--- src/rtl/lpif_rx_align_pkg.sv ---
// ============================================================================
// Module   : lpif_rx_align_pkg
// Brief    : Shared types, debug-field offsets and helpers for the LPIF RX
//            strobe/marker alignment block.
// Revision : 1.0 - initial release
// ============================================================================
`default_nettype none

package lpif_rx_align_pkg;

    typedef enum logic [1:0] {
        SEARCH = 2'd0,
        VERIFY = 2'd1,
        LOCKED = 2'd2
    } lane_state_t;

    // Field placement inside rx_align_debug_status
    localparam int c_DBG_LOCK_LSB  = 28;
    localparam int c_DBG_ALIGN_BIT = 27;
    localparam int c_DBG_STB_LSB   = 16;
    localparam int c_DBG_MRK_LSB   = 8;

    function automatic logic [31:0] sat_add(input logic [31:0] a,
                                            input logic [31:0] b,
                                            input logic [31:0] max_val);
        logic [32:0] sum;
        sum = {1'b0, a} + {1'b0, b};
        return (sum > {1'b0, max_val}) ? max_val : sum[31:0];
    endfunction

endpackage

`default_nettype wire

--- src/rtl/lpif_rx_stb_lane_fsm.sv ---
// ============================================================================
// Module   : lpif_rx_stb_lane_fsm
// Brief    : Per-lane strobe search/verify/lock tracker with marker checking.
// Revision : 1.0 - initial release
// ============================================================================
`default_nettype none

module lpif_rx_stb_lane_fsm
    import lpif_rx_align_pkg::*;
#(
    parameter int PHY_WIDTH  = 40,
    parameter int LOCK_COUNT = 4,
    parameter int MISS_LIMIT = 3
) (
    input  logic                 clk,
    input  logic                 rst,
    input  logic                 i_enable,
    input  logic [PHY_WIDTH-1:0] i_word,
    input  logic [5:0]           i_stb_pos,
    input  logic [5:0]           i_mrk_pos,
    input  logic [7:0]           i_last_phase,
    output logic                 o_lock,
    output logic [7:0]           o_phase,
    output logic                 o_stb_err,
    output logic                 o_mrk_err
);

    localparam int         c_GOOD_W  = $clog2(LOCK_COUNT + 1);
    localparam int         c_MISS_W  = $clog2(MISS_LIMIT + 1);
    localparam logic [5:0] c_POS_LIM = 6'(PHY_WIDTH);

    lane_state_t         r_state;
    logic [7:0]          r_phase;
    logic [c_GOOD_W-1:0] r_good;
    logic [c_MISS_W-1:0] r_miss;

    logic w_stb;
    logic w_mrk;
    logic w_on_time;
    logic w_locked_err;

    // Bit positions beyond the word read as zero
    assign w_stb        = (i_stb_pos < c_POS_LIM) ? i_word[i_stb_pos] : 1'b0;
    assign w_mrk        = (i_mrk_pos < c_POS_LIM) ? i_word[i_mrk_pos] : 1'b0;
    assign w_on_time    = (r_phase == i_last_phase);
    assign w_locked_err = (w_stb != w_on_time);

    always_ff @(posedge clk) begin
        if (rst || !i_enable) begin
            r_state <= SEARCH;
            r_phase <= 8'd0;
            r_good  <= '0;
            r_miss  <= '0;
        end else begin
            case (r_state)
                SEARCH: begin
                    r_phase <= 8'd0;
                    if (w_stb) begin
                        r_state <= VERIFY;
                        r_good  <= c_GOOD_W'(1);
                    end
                end
                VERIFY: begin
                    if (w_stb) begin
                        r_phase <= 8'd0;
                        if (!w_on_time) begin
                            r_good <= c_GOOD_W'(1);
                        end else begin
                            r_good <= r_good + c_GOOD_W'(1);
                            if (r_good == c_GOOD_W'(LOCK_COUNT - 1)) begin
                                r_state <= LOCKED;
                                r_miss  <= '0;
                            end
                        end
                    end else if (w_on_time) begin
                        r_state <= SEARCH;
                        r_phase <= 8'd0;
                        r_good  <= '0;
                    end else begin
                        r_phase <= r_phase + 8'd1;
                    end
                end
                LOCKED: begin
                    // Phase free-runs; errors never re-align it
                    r_phase <= w_on_time ? 8'd0 : r_phase + 8'd1;
                    if (w_locked_err) begin
                        if (r_miss == c_MISS_W'(MISS_LIMIT - 1)) begin
                            r_state <= SEARCH;
                            r_phase <= 8'd0;
                            r_good  <= '0;
                            r_miss  <= '0;
                        end else begin
                            r_miss <= r_miss + c_MISS_W'(1);
                        end
                    end else if (w_stb) begin
                        r_miss <= '0;
                    end
                end
                default: begin
                    r_state <= SEARCH;
                    r_phase <= 8'd0;
                    r_good  <= '0;
                    r_miss  <= '0;
                end
            endcase
        end
    end

    assign o_lock    = (r_state == LOCKED);
    assign o_phase   = r_phase;
    assign o_stb_err = i_enable && (r_state == LOCKED) && w_locked_err;
    assign o_mrk_err = i_enable && (r_state == LOCKED) && !w_mrk;

endmodule

`default_nettype wire

--- src/rtl/lpif_rx_x4_stb_align.sv ---
// ============================================================================
// Module   : lpif_rx_x4_stb_align
// Brief    : x4 receive strobe/marker lock, lane-to-lane alignment and
//            saturating error accounting ahead of the LPIF unpacker.
// Revision : 1.0 - initial release
// ============================================================================
`default_nettype none

module lpif_rx_x4_stb_align
    import lpif_rx_align_pkg::*;
#(
    parameter int NUM_CH     = 4,
    parameter int PHY_WIDTH  = 40,
    parameter int LOCK_COUNT = 4,
    parameter int MISS_LIMIT = 3,
    parameter int ERR_WIDTH  = 8
) (
    input  logic                 clk_wr,
    input  logic                 rst_wr,
    input  logic                 rx_online,
    input  logic [PHY_WIDTH-1:0] rx_phy0,
    input  logic [PHY_WIDTH-1:0] rx_phy1,
    input  logic [PHY_WIDTH-1:0] rx_phy2,
    input  logic [PHY_WIDTH-1:0] rx_phy3,
    input  logic [5:0]           stb_bit_pos,
    input  logic [5:0]           mrk_bit_pos,
    input  logic [7:0]           stb_period,
    input  logic                 err_clr,
    output logic [NUM_CH-1:0]    lane_lock,
    output logic                 rx_online_align,
    output logic [ERR_WIDTH-1:0] stb_err_cnt,
    output logic [ERR_WIDTH-1:0] mrk_err_cnt,
    output logic [31:0]          rx_align_debug_status
);

    localparam logic [31:0] c_ERR_MAX = 32'((64'd1 << ERR_WIDTH) - 64'd1);

    logic [PHY_WIDTH-1:0] w_phy   [NUM_CH];
    logic [7:0]           w_phase [NUM_CH];
    logic [NUM_CH-1:0]    w_lock;
    logic [NUM_CH-1:0]    w_stb_err;
    logic [NUM_CH-1:0]    w_mrk_err;
    logic [7:0]           w_last_phase;
    logic                 w_phase_eq;
    logic [2:0]           w_stb_sum;
    logic [2:0]           w_mrk_sum;

    logic                 r_align;
    logic [ERR_WIDTH-1:0] r_stb_cnt;
    logic [ERR_WIDTH-1:0] r_mrk_cnt;

    assign w_phy[0] = rx_phy0;
    assign w_phy[1] = rx_phy1;
    assign w_phy[2] = rx_phy2;
    assign w_phy[3] = rx_phy3;

    // A period of zero behaves as a strobe on every word
    assign w_last_phase = (stb_period == 8'd0) ? 8'd0 : stb_period - 8'd1;

    generate
        for (genvar g = 0; g < NUM_CH; g++) begin : g_lane
            lpif_rx_stb_lane_fsm #(
                .PHY_WIDTH  (PHY_WIDTH),
                .LOCK_COUNT (LOCK_COUNT),
                .MISS_LIMIT (MISS_LIMIT)
            ) u_lane (
                .clk          (clk_wr),
                .rst          (rst_wr),
                .i_enable     (rx_online),
                .i_word       (w_phy[g]),
                .i_stb_pos    (stb_bit_pos),
                .i_mrk_pos    (mrk_bit_pos),
                .i_last_phase (w_last_phase),
                .o_lock       (w_lock[g]),
                .o_phase      (w_phase[g]),
                .o_stb_err    (w_stb_err[g]),
                .o_mrk_err    (w_mrk_err[g])
            );
        end
    endgenerate

    always_comb begin
        w_phase_eq = 1'b1;
        w_stb_sum  = 3'd0;
        w_mrk_sum  = 3'd0;
        for (int i = 0; i < NUM_CH; i++) begin
            if (w_phase[i] != w_phase[0]) begin
                w_phase_eq = 1'b0;
            end
            w_stb_sum = w_stb_sum + 3'(w_stb_err[i]);
            w_mrk_sum = w_mrk_sum + 3'(w_mrk_err[i]);
        end
    end

    // Gating with rx_online lets align fall together with the lane locks
    always_ff @(posedge clk_wr) begin
        if (rst_wr) begin
            r_align <= 1'b0;
        end else begin
            r_align <= rx_online && (&w_lock) && w_phase_eq;
        end
    end

    always_ff @(posedge clk_wr) begin
        if (rst_wr || err_clr) begin
            r_stb_cnt <= '0;
            r_mrk_cnt <= '0;
        end else begin
            r_stb_cnt <= ERR_WIDTH'(sat_add(32'(r_stb_cnt), 32'(w_stb_sum), c_ERR_MAX));
            r_mrk_cnt <= ERR_WIDTH'(sat_add(32'(r_mrk_cnt), 32'(w_mrk_sum), c_ERR_MAX));
        end
    end

    assign lane_lock       = w_lock;
    assign rx_online_align = r_align;
    assign stb_err_cnt     = r_stb_cnt;
    assign mrk_err_cnt     = r_mrk_cnt;

    always_comb begin
        rx_align_debug_status                                      = 32'd0;
        rx_align_debug_status[c_DBG_LOCK_LSB +: 4]                 = w_lock[3:0];
        rx_align_debug_status[c_DBG_ALIGN_BIT]                     = r_align;
        rx_align_debug_status[c_DBG_STB_LSB +: 8]                  = r_stb_cnt[7:0];
        rx_align_debug_status[c_DBG_MRK_LSB +: 8]                  = r_mrk_cnt[7:0];
    end

endmodule

`default_nettype wire

--- config.mk ---
export PLATFORM = sky130hd
export DESIGN_NAME = lpif_rx_x4_stb_align
export DESIGN_NICKNAME = d
export VERILOG_FILES = /design/src/rtl/lpif_rx_align_pkg.sv /design/src/rtl/lpif_rx_stb_lane_fsm.sv /design/src/rtl/lpif_rx_x4_stb_align.sv
export SDC_FILE = /design/constraint.sdc
export NUM_CORES = 1
export LEC_CHECK = 0
export BUFFER_PORTS_ARGS = -buffer_cell sky130_fd_sc_hd__buf_2
export CORE_MARGIN = 8
export CORE_UTILIZATION = 54
export CTS_CLUSTER_SIZE = 16
export DETAILED_ROUTE_END_ITERATION = 6
export PLACE_DENSITY = 0.82
export SYNTH_ARGS = -nofsm -noshare
export SYNTH_HDL_FRONTEND = slang
export SYNTH_SLANG_ARGS = --single-unit
--- constraint.sdc ---
create_clock -name clk_wr -period 5.7 [get_ports clk_wr]
set_clock_uncertainty 0.1 [all_clocks]
set_input_delay 0.57 -clock clk_wr [delete_from_list [all_inputs] [get_ports clk_wr]]
set_output_delay 0.57 -clock clk_wr [all_outputs]
set_load 0.005 [all_outputs]
# After elaboration in Yosys (flattened, before gate mapping)

Index checks and enable logic that the tools add are counted.

Register bits: 77
Bits in latches: 0
RAM bits: 0
Bits in read-only memories: 0
Input bits: 184
Logic and storage cells: 290
Memories kept: 0

$add $sub $neg: 21
Multipliers: 0
Divide/modulo/power cells: 0
$lt $le $gt $ge: 6
Equality and inequality tests: 63
Shifts and indexed selects: 0
Muxes and demuxes: 138
Bitwise gates (word level): 4
Reduce and logical (&&, ||, !) cells: 39

Operator list:

| cell                                                                          | number |
|---|---|
| 8-bit 2-to-1 mux                                                              | 19 |
| 2-bit 2-to-1 mux                                                              | 52 |
| 3-bit 2-to-1 mux                                                              | 24 |
| 8-bit case mux with 2 select lines                                            | 4 |
| 1-bit binary-select mux with 6-bit select                                     | 8 |
| 2-bit case mux with 3 select lines                                            | 8 |
| 5-bit AND reduction                                                           | 8 |
| 3-bit case mux with 3 select lines                                            | 4 |
| 8-bit by 1-bit adder with 8-bit output (second input constant)                | 4 |
| 8-bit equality test                                                           | 4 |
| 2-bit by 1-bit inequality test with 1-bit output (second input constant)      | 16 |
| 3-bit inequality test (second input constant)                                 | 8 |
| 8-bit inequality test                                                         | 3 |
| 4-bit AND reduction                                                           | 5 |
| 1-bit 2-to-1 mux                                                              | 19 |
| 8-bit by 3-bit adder with 9-bit output                                        | 2 |
| 9-bit by 8-bit > comparator with 1-bit output (second input constant)         | 2 |
| 2-bit equality test (second input constant)                                   | 8 |
| 2-bit inequality test (second input constant)                                 | 8 |
| 1-bit logical AND                                                             | 14 |
| 6-bit by 7-bit less-than comparator with 1-bit output (second input constant) | 2 |
| 3-bit by 1-bit adder with 3-bit output (second input constant)                | 4 |
| 3-bit by 2-bit equality test with 1-bit output (second input constant)        | 4 |
| 6-bit less-than comparator (second input constant)                            | 2 |
| other kinds (13)                                                              | 39 |

# Longest topological paths before layout

Gate-level depths: netlist of the first run.

Depth in word-level cells: 11
Gate-level depth with buffers: 20

# Hierarchy

From an unflattened synthesis of the first run, not the netlist that was laid out.

Cells, all modules: 817
Area total of the unflattened synthesis: 8084.0 µm²

By module, submodules not included:

| module                                      | instances | cells an instance | area each (µm²) | seq. area each (µm²) |
|---|---|---|---|---|
| lpif_rx_stb_lane_fsm (g_lane[0].u_lane ...) | 3         | 156               | 1642.8          | 300.3 |
| lpif_rx_stb_lane_fsm (g_lane[1].u_lane)     | 1         | 166               | 1690.4          | 300.3 |
| lpif_rx_x4_stb_align                        | 1         | 183               | 1465.2          | 340.3 |

# Worst setup path before layout of the first run

Ideal clock, no wire load.

Kind: input -> register
Start point: input port stb_period[0]
End point: register r_stb_cnt[4] (netlist: stb_err_cnt[4])
Library setup time: 0.074 ns
Arrival: 4.530 ns
Data required time: 5.526 ns
Slack: 0.996 ns
Stages: 20
Buffers on the path: 3
Cell sequence: buf_2 > inv_1 > ha_1 > nor3b_2 > buf_2 > nand2_1 > a211oi_1 > o221ai_1 > a211o_1 > or2_1 > buf_2 > ha_1 > nand3_1 > fa_1 > fa_1 > inv_1 > fa_1 > and3_1 > o21ai_0 > a31oi_1

Longest elaborated chain between the ends: 11
Elaborated cells between the ends (all ways): 21

RTL lines:

| element                                                                        | RTL line                    | RTL |
|---|---|---|
| start: declaration                                                             | lpif_rx_x4_stb_align.sv:27  | `input logic [7:0] stb_period,` |
| 8-bit by 1-bit subtractor with 8-bit output or 8-bit zero test (tied branches) | lpif_rx_x4_stb_align.sv:58  | `assign w_last_phase = (stb_period == 8'd0) ? 8'd0 : stb_period - 8'd1;` |
| 8-bit 2-to-1 mux *                                                             | lpif_rx_x4_stb_align.sv:58  |  |
| 8-bit equality test                                                            | lpif_rx_stb_lane_fsm.sv:45  | `assign w_on_time = (r_phase == i_last_phase);` |
| 1-bit inequality test                                                          | lpif_rx_stb_lane_fsm.sv:46  | `assign w_locked_err = (w_stb != w_on_time);` |
| 1-bit logical AND                                                              | lpif_rx_stb_lane_fsm.sv:111 | `assign o_stb_err = i_enable && (r_state == LOCKED) && w_locked_err;` |
| 1-bit by 1-bit adder with 2-bit output                                         | lpif_rx_x4_stb_align.sv:90  | `w_stb_sum = w_stb_sum + 3'(w_stb_err[i]);` |
| 2-bit by 1-bit adder with 3-bit output                                         | lpif_rx_x4_stb_align.sv:90  |  |
| 3-bit by 1-bit adder with 3-bit output *                                       | lpif_rx_x4_stb_align.sv:90  |  |
| 8-bit by 3-bit adder with 9-bit output *                                       | lpif_rx_align_pkg.sv:27     | `sum = {1'b0, a} + {1'b0, b};` |
| 9-bit by 8-bit > comparator with 1-bit output                                  | lpif_rx_align_pkg.sv:28     | `return (sum > {1'b0, max_val}) ? max_val : sum[31:0];` |
| 8-bit 2-to-1 mux *                                                             | lpif_rx_align_pkg.sv:28     |  |
| end signal: assignment                                                         | lpif_rx_x4_stb_align.sv:109 | `r_stb_cnt <= ERR_WIDTH'(sat_add(32'(r_stb_cnt), 32'(w_stb_sum), c_ERR_MAX));` |
| end: declaration                                                               | lpif_rx_x4_stb_align.sv:49  | `logic [ERR_WIDTH-1:0] r_stb_cnt;` |

Mark *: on every way between the ends. The rest lies on a longest branch, timed or not.
A chain may end at the register's enable or synchronous reset.

# Worst setup path in the final report of the first run

Same ends and word-level chain as after synthesis.

==> flow_metrics.tcl, run 1 <==
set metrics [dict create \
    post_drt_wl_per_cell_um 21.3 \
    finish.net_count 1290 \
    ys_seq_elements 77 \
    die_h_um 141 \
    worst_pin_slew_ps 946 \
    gp_congestion 0.944 \
    min_period_over_period_pct 90.7 \
    wl_met2_mm 13.1 \
    grt_pass1_vias 8546 \
    hold_start "g_lane[3].u_lane.r_good[2]" \
    yosys.area.top_type_share_pct 22.5 \
    synthFlopType "dfxtp_1" \
    path_buf_inv 3 \
    cts_resized 0 \
    die_w_um 141 \
    path_class "in -> reg" \
    htreeDepth 3 \
    maxCapViolCount 0 \
    ys_warn_count 0 \
    synth_enable_flop_cells 0 \
    cpPeakStageDelay_ps 670 \
    cp_top_family "adder cells" \
    path_common_cell "fa_1" \
    cts_sinks 77 \
    avgSynthCellArea_um2 9.14 \
    synthTopCellsByArea "mux4_2 (23%), dfxtp_1 (18%), ha_1 (4.6%)" \
    worstSetupStartpointType "primary input" \
    dr.max_layer_used "met4" \
    wl_met1_mm 10.2 \
    ir_drop_v 0.000129 \
    yosys.area.top_type "mux4_2" \
    reg2reg_slack_ps 1460 \
    clockRootBuffer "clkbuf_16" \
    holdWs_ps 359 \
    cts_tree "built" \
    dieArea_mm2 0.0198 \
    powerDensity_mw_per_mm2 164 \
    critical-path-slowest-cell "or3b_1" \
    async_flop_share_pct 0 \
    netlist-cell-type-count 84 \
    setup_violations 0 \
    timing.slew.headroom_pct 36.9 \
    drt_first_pass_iters 6 \
    cts_hold_buf 0 \
    max_freq_mhz 193 \
    dp_hpwl_mm 21.5 \
    wl_met3_mm 2.68 \
    route.antenna.remaining_nets 0 \
    hold_class "reg -> reg" \
    slew_viol_final 0 \
    drt_wl_total_mm 27.0 \
    coreArea_mm2 0.0152 \
    critPathMaxFanout 18 \
    cts_buffer_depth 2 \
    ios 237 \
    worstSetupEndpointType "flop" \
    vias 8385 \
    worstSkewPairLatency_ps 340 \
    grt_pass1_wl_mm 43.7 \
    hold_viol_final 0 \
    drtIter0Drc 787 \
    rows 45 \
    drive_above_1_share_pct 33.3 \
    grt_max_degree 41 \
    antenna_found_initial 3 \
    fin_ws_ps 530 \
    post-cts-setup-buffer-count 0 \
    startpoint "stb_period[0]" \
    io_buffers 225 \
    totalPowerFinal_mw 1.57 \
    grt_use_total_pct 27.0 \
    grt-ovfl-total 0 \
    seq_area_frac_synth_pct 18.3 \
    cts_buffers 9 \
    critPathRequiredTime_ps 5860 \
    r2r_start "g_lane[2].u_lane.o_phase[1]" \
    place_ws_ps 248 \
    cp.arrival_ps 5330 \
    path_clk_slew_ps 60 \
    fin_setup_tns_ps 0 \
    syn_area_mm2 0.00840 \
    syn2layout_area_growth_pct 14.5 \
    rsz0062_at_grt "false" \
    p_leak_nw 3.83 \
    cp_cell_sequence "buf_2 > inv_1 > ha_1 > or3b_1 > nor3_1 > o21ai_0 > a311o_1 > or2_1 > ha_1 > nand3_1 > fa_1 > fa_1 > inv_1 > fa_1 > and3_1 > o21ai_0 > a31oi_1" \
    period_minus_slack_ps 5170 \
    via_per_inst 6.63 \
    syn_inst 920 \
    drc 0 \
    initial_core_util_pct 55.3 \
    outcome "finished clean" \
]
[worst paths after layout]
path                                                    to  cells past startpoint
worst min register to register  g_lane[3].u_lane.r_good[2]                      2
worst min-delay path            g_lane[3].u_lane.r_good[2]                      2
worst max-delay path                        stb_err_cnt[4]                     17
worst max register to register              stb_err_cnt[4]                     15
[report_power, final]
part | switching, mW | internal, mW | total (mW)
combinational | 0.223 | 0.223 | 0.447
clock | 0.222 | 0.359 | 0.580
sequential | 0.00385 | 0.543 | 0.547
[worst reg2reg max path, stage by stage, from the launching register on]
cell      delay [ps]
dfxtp_1          550
xor2_1           180
o21ai_0          100
a211oi_1         200
o221ai_1         160
a211o_1          300
or2_1            320
ha_1             380
nand3_1          110
fa_1             500
fa_1             440
inv_1            100
fa_1             300
and3_1           200
o21ai_0           80
a31oi_1          160
[logic make-up (layout without fill, tap and decap cells)]
family | count (synthesis) | count (layout) | synth area share, %
buf+inv | 150 | 293 | 8.68
flops | 77 | 77 | 18.3
fa+ha+maj | 37 | 37 | 6.04
simple gates | 295 | 295 | 18.7
mux | 123 | 123 | 27.2
xor+xnor | 54 | 54 | 5.81
other cells | 1 | 14 | 0.0446
compound gates | 183 | 183 | 15.2
[through the flow]
stage                     std cells  cell area (um2)  util, %
after floorplan                 930             8440        -
after global placement         1246             9310     61.3
after detailed placement       1246             9310     61.3
after CTS                      1261             9610     63.2
after global routing           1264             9620     63.3
final                          1264             9620     63.3
[synth_stat cells, types with 13 or more instances]
cell type / number
mux4_2: 84
dfxtp_1: 77
nor2_1: 57
nand2_1: 56
inv_1: 43
nand3_1: 43
clkbuf_1: 41
buf_4: 37
a21oi_1: 35
mux2i_1: 34
o21ai_0: 33
ha_1: 31
xnor2_1: 31
nor3_1: 30
xor2_1: 22
buf_2: 16
a31oi_1: 15
and3_1: 14
nand4_1: 13
[cell usage in the layout (no fill, tap or decap), types with 11 or more instances in the layout]
cell type  count
dfxtp_1       77
o21ai_0       33
a31oi_1       15
nand2_1       56
conb_1        11
mux4_2        84
and3_1        14
nand4_1       13
buf_2        225
a21oi_1       35
nor4_1        12
nand3_1       43
xor2_1        22
inv_1         43
ha_1          31
nor2_1        57
nor3_1        30
xnor2_1       31
mux2i_1       34
[area by class of cell]
cell class                      instances  area (um2)
Antenna cell                            3        7.51
Clock buffer                           11         253
Clock inverter                          4        47.5
Fill cell                            1280        5580
Inverter                               43         161
Multi-Input combinational cell        703        6170
Sequential cell                        77        1540
Tap cell                              188         235
Timing Repair Buffer                  235        1200
[flip-flops by register name (all words and copies together), names as in the netlist]
name                   flops
stb_err_cnt                8
g_lane.u_lane.r_good      12
rx_online_align            1
g_lane.u_lane.r_miss       8
g_lane.u_lane.o_phase     32
mrk_err_cnt                8
g_lane.u_lane.r_state      8
[per-layer routing]
layer  GRT usage, %  vias to the layer above
li1               -                     3769
met2           45.4                      526
met3           7.56                       92
met5              0                        -
met4           11.9                        0
met1           31.6                     3998
Note: power is estimated with default switching activity, not from simulation.
==> run 2, diff against run 1 <==
BUFFER_PORTS_ARGS = not set   (was -buffer_cell sky130_fd_sc_hd__buf_2)
CORE_UTILIZATION = 55   (was 54)
DONT_BUFFER_PORTS = 1   (was not set)
MAX_ROUTING_LAYER = met4   (was not set)
PLACE_DENSITY = 0.7   (was 0.82)
==> run 2 against run 1 <==
  * Sequential share of layout area rose by 2.3 points
  * Die area decreased by 1.6%
  * First-iteration DRC count is 11% lower
  * Largest power group unchanged
  * Critical path type unchanged
  * Highest routed layer unchanged
  * Maximum frequency grew 4.3%
  * Critical endpoint is now stb_err_cnt[1]
  * Final cell count shrank 19%
==> flow_metrics.tcl, run 2 (same netlist as run 1, synthesis figures left out) <==
set metrics [dict create \
    drtIter0Drc 699 \
    grt_use_total_pct 25.3 \
    max_freq_mhz 202 \
    drive_above_1_share_pct 14.6 \
    fin_ws_ps 743 \
    cts_resized 0 \
    period_minus_slack_ps 4960 \
    grt-ovfl-total 0 \
    cts_buffers 9 \
    cts_hold_buf 0 \
    dieArea_mm2 0.0195 \
    hold_class "in -> reg" \
    sw_frac_of_total_pct 24.7 \
    post_drt_wl_per_cell_um 23.6 \
    syn2layout_area_growth_pct 0.223 \
    finish.net_count 1059 \
    fin_setup_tns_ps 0 \
    die_h_um 140 \
    path_common_cell "fa_1" \
    place_ws_ps 394 \
    cts_sinks 77 \
    worstSkewPairLatency_ps 340 \
    setup_violations 0 \
    antenna_found_initial 0 \
    slew_viol_final 0 \
    cp.arrival_ps 5120 \
    final_cell_mix "mux4_2 (84), dfxtp_1 (77), nor2_1 (57)" \
    critPathRequiredTime_ps 5870 \
    vias 7355 \
    drc 0 \
    drt_first_pass_iters 5 \
    die_w_um 140 \
    p_sw_mw 0.351 \
    dp_cells 1015 \
    grt_pass1_vias 7089 \
    outcome "finished clean" \
    holdWs_ps 329 \
    timing.slew.headroom_pct 43.6 \
    path_class "in -> reg" \
    p_clk_share_pct 39.4 \
    min_period_over_period_pct 87.0 \
    via_per_inst 7.15 \
    io_buffers 0 \
    p_leak_nw 2.84 \
    instances_no_fill 1029 \
    path_buf_inv 2 \
    rsz0062_at_grt "false" \
    largest_reg_flops 32 \
    powerDensity_mw_per_mm2 168 \
    cts_tree "built" \
    cp_top_family "adder cells" \
    cp_cell_sequence "inv_1 > ha_1 > or3b_1 > nor3_1 > o21ai_0 > a311o_1 > or2_1 > ha_1 > nand3_1 > fa_1 > fa_1 > inv_1 > fa_1 > nand4_1 > a21oi_1" \
    critical-path-slowest-cell "or3b_1" \
    post-cts-setup-buffer-count 0 \
    grt_max_degree 45 \
    comb_power_share_pct 22.0 \
    diodes 0 \
    route.antenna.remaining_nets 0 \
    hold_viol_final 0 \
    path_clk_slew_ps 50 \
    ir_drop_v 0.000154 \
    critPathMaxFanout 18 \
    grt_pass1_wl_mm 38.8 \
    cts_buffer_depth 2 \
    fill_cells 1370 \
    drt_wl_total_mm 24.3 \
    worstSetupEndpointType "flop" \
    maxCapViolCount 0 \
    reg2reg_slack_ps 1520 \
    gp_congestion 0.984 \
    cpPeakStageDelay_ps 690 \
    dp_hpwl_mm 19.1 \
    worstSetupStartpointType "primary input" \
    rows 45 \
    worst_pin_slew_ps 845 \
    ios 237 \
    power.internal_mw 1.07 \
    clockRootBuffer "clkbuf_16" \
    layout_commonest_cell "mux4_2" \
    initial_core_util_pct 55.7 \
    coreArea_mm2 0.0151 \
    htreeDepth 3 \
    seq_power_share_pct 38.6 \
    totalPowerFinal_mw 1.42 \
]
[run 2: per-stage QoR]
stage | area, um2 | utilization, %
2_1_floorplan | 8440 | -
3_3_place_gp | 8140 | 54.0
6_report | 8420 | 55.8
3_5_place_dp | 8140 | 54.0
5_1_grt | 8420 | 55.8
4_1_cts | 8420 | 55.8
[run 2: worst paths after layout]
| kind | from | endpoint | depth (start not counted) |
|---|---|---|---|
| worst max-delay path | stb_period[0] | stb_err_cnt[1] | 15 |
| worst min-delay path | rst_wr | mrk_err_cnt[4] | 3 |
| worst max register to register | g_lane[2].u_lane.o_phase[1] | stb_err_cnt[1] | 14 |
| worst min register to register | g_lane[3].u_lane.r_good[2] | g_lane[3].u_lane.r_good[2] | 2 |
[run 2: final cells by class]
class                   count  area (um2)  share of cell area [%]
well taps                 188         235                    2.79
inverters                  43         161                    1.92
repair buffers              4        30.0                   0.357
multi-input cells         703        6170                    73.3
clock inverters             2        35.0                   0.416
clock buffers              12         246                    2.93
flip-flops and latches     77        1540                    18.3
[run 2: worst register-to-register path, delay by kind of cell, from the launching register on]
kind,cells,cell delay [ps]
fa+ha+maj,4,1560
compound gates,5,980
simple gates,3,650
flops,1,560
xor+xnor,1,180
buf+inv,1,90
[run 2: power groups by stage]
stage               registers, mW  clock network [mW]  logic [mW]
global route                0.548               0.591       0.336
global placement            0.559                   0       0.305
floorplan                   0.558                   0       0.301
finish                      0.547               0.559       0.312
detailed placement          0.559                   0       0.307
CTS                         0.547               0.570       0.309
[run 2: layer usage]
metal / GRT usage, % / share of wire (%)
met2: 38.7 / 46
met4: 9.37 / 3.0
met5: - / 0
met3: 8.82 / 12
met1: 30.4 / 39
==> run 3, diff against run 2 <==
SYNTH_HIERARCHICAL = 1   (was not set)
==> run 3 against run 2 <==
  * Register-to-register slack better by 80 ps
  * Utilization is 1.4 points higher
  * Worst setup slack worse by 63 ps
  * Combinational power is 4% higher
  * Total power is 1.2% higher
  * Non-clock buffer count is 3 lower
  * Die area is 3.4% lower
  * Synthesized cell count is 11% lower
  * Maximum frequency is 1.2% lower
  * Area after synthesis is 3.8% lower
  * Flip-flop and latch count stayed put
  * Largest power group unchanged
==> flow_metrics.tcl, run 3 <==
set metrics [dict create \
    cp_top_family "simple AND/OR/NAND/NOR gates" \
    clockRootBuffer "clkbuf_16" \
    layout_commonest_cell "mux4_2" \
    die_w_um 137 \
    critPathRequiredTime_ps 5870 \
    grt_pass1_wl_mm 36.4 \
    path_buf_inv 3 \
    yosys.area.top_type "mux4_2" \
    cts_buffer_depth 2 \
    syn_inst 817 \
    worstSetupEndpointType "flop" \
    cts_sinks 77 \
    min_to "g_lane[3].u_lane/r_good[2]" \
    cpPeakStageDelay_ps 540 \
    min_period_over_period_pct 88.1 \
    fill_cells 1263 \
    synthFlopType "dfxtp_1" \
    dp_hpwl_mm 18.4 \
    hold_viol_final 0 \
    ios 237 \
    totalPowerFinal_mw 1.44 \
    cp.arrival_ps 5190 \
    cts_tree "built" \
    hold_start "g_lane[3].u_lane/r_good[2]" \
    async_flop_share_pct 0 \
    ys_seq_elements 77 \
    ir_drop_v 0.000131 \
    outcome "finished clean" \
    syn_area_mm2 0.00808 \
    holdPathStages 2 \
    largest_reg_flops 32 \
    post-cts-setup-buffer-count 0 \
    drc 0 \
    grt_pass1_vias 6726 \
    initial_core_util_pct 56.0 \
    grt_use_total_pct 25.4 \
    final_cell_mix "mux4_2 (81), dfxtp_1 (77), nor2_1 (64)" \
    hold_class "reg -> reg" \
    die_h_um 137 \
    rows 44 \
    dieArea_mm2 0.0188 \
    finish.net_count 1000 \
    gp_congestion 0.878 \
    ys_warn_count 6 \
    netlist-cell-type-count 76 \
    vias 6642 \
    avgSynthCellArea_um2 9.89 \
    htreeDepth 3 \
    io_buffers 0 \
    multi_input_area_mm2 0.00599 \
    worst_pin_slew_ps 727 \
    powerDensity_mw_per_mm2 174 \
    place_area_mm2 0.00795 \
    post_drt_wl_per_cell_um 24.2 \
    drtIter0Drc 493 \
    path_clk_slew_ps 60 \
    coreArea_mm2 0.0144 \
    startpoint "stb_period[1]" \
    holdWs_ps 366 \
    synth_enable_flop_cells 0 \
    cts_buffers 9 \
    worstReg2RegEnd "stb_err_cnt[0]" \
    ff2ff_path_depth 14 \
    grt_max_degree 41 \
    period_minus_slack_ps 5020 \
    slew_viol_final 0 \
    syn2layout_area_growth_pct 2.01 \
    regArea_mm2 0.00154 \
    yosysMostFrequentCell "mux4_2" \
    via_per_inst 6.86 \
    synthTopCellsByArea "mux4_2 (23%), dfxtp_1 (19%), xor2_1 (5.5%)" \
    max_freq_mhz 199 \
    timing.slew.headroom_pct 51.4 \
    critical-path-slowest-cell "or4_4" \
    cp_cell_sequence "or4_4 > or4_4 > a21o_1 > xor2_1 > nor4_1 > and2_1 > inv_1 > ha_1 > and3_1 > fa_1 > inv_1 > fa_1 > inv_1 > fa_1 > and4_1 > nand4_1 > a21oi_1" \
    path_class "in -> reg" \
    antenna_found_initial 0 \
    setup_violations 0 \
    cts_resized 0 \
    fin_setup_tns_ps 0 \
    rsz0062_at_grt "false" \
    grt-ovfl-total 0 \
    yosys.area.top_type_share_pct 22.6 \
    drt_wl_total_mm 23.5 \
    worstSetupStartpointType "primary input" \
    seq_area_frac_synth_pct 19.1 \
    cts_hold_buf 0 \
    worstSkewPairLatency_ps 340 \
    critPathMaxFanout 6 \
    diodes 0 \
    reg2reg_slack_ps 1600 \
    route.antenna.remaining_nets 0 \
    p_leak_nw 2.99 \
    drive_above_1_share_pct 17.5 \
    ys_top_cells_by_count "mux4_2 (81), dfxtp_1 (77), nor2_1 (64)" \
    maxCapViolCount 0 \
    r2r_start "g_lane[2].u_lane/o_phase[2]" \
    drt_first_pass_iters 5 \
    final_area_mm2 0.00825 \
]
run 3: worst max path at each step:
stage | endpoint | cells past startpoint | slack (ps)
after global routing | stb_err_cnt[0] | 19 | 360
after CTS | stb_err_cnt[0] | 17 | 720
after detailed placement | stb_err_cnt[1] | 17 | 380
after floorplan | stb_err_cnt[0] | 17 | 820
final | stb_err_cnt[0] | 17 | 680
after global placement | stb_err_cnt[0] | 17 | 490
run 3: logic make-up (layout without fill, tap and decap cells):
| group | Yosys count | in the layout | share of synthesized area, % |
|---|---|---|---|
| adders and majority gates | 37 | 37 | 6.28 |
| buffers and inverters | 108 | 65 | 7.29 |
| and+or+nand+nor | 274 | 274 | 19.2 |
| DFF | 77 | 77 | 19.1 |
| other | 1 | 11 | 0.0464 |
| muxes | 124 | 124 | 29.1 |
| xor gates and xnor gates | 67 | 67 | 7.26 |
| AOI/OAI and AO/OA | 129 | 129 | 11.8 |
run 3: routing by layer:
metal  vias up  routed length [um]  global-route usage [%]
met5         -                   0                       -
met4         0                 290                    5.97
met3        24                2190                    6.97
met2       297               11700                    42.2
met1      3294                9240                    30.3
li1       3027                   -                       -
run 3: cell type report:
type | instances | share of cell area (%)
clock buffer | 12 | 3.23
sequential | 77 | 18.7
multi-input combinational | 642 | 72.6
inverter | 48 | 2.18
tap | 184 | 2.79
timing repair buffer | 1 | 0.0910
clock inverter | 4 | 0.364
run 3: tightest hold or removal path, stage by stage, from the launching register on:
cell	delay (ps)
dfxtp_1	310
nand2_1	50
mux2i_1	50
run 3: metrics by stage:
stage                     utilization [%]  setup slack (ps)  std cells
final                                57.2               681        968
after global routing                 57.2               365        968
after CTS                            57.2               719        968
after detailed placement             55.1               380        952
after global placement               55.1               488        952
after floorplan                         -               817        827
run 3: where the power goes:
| part | switching, mW | internal, mW |
|---|---|---|
| Clock | 0.231 | 0.332 |
| Combinational | 0.141 | 0.182 |
| Sequential | 0.00494 | 0.543 |
| Total | 0.377 | 1.06 |
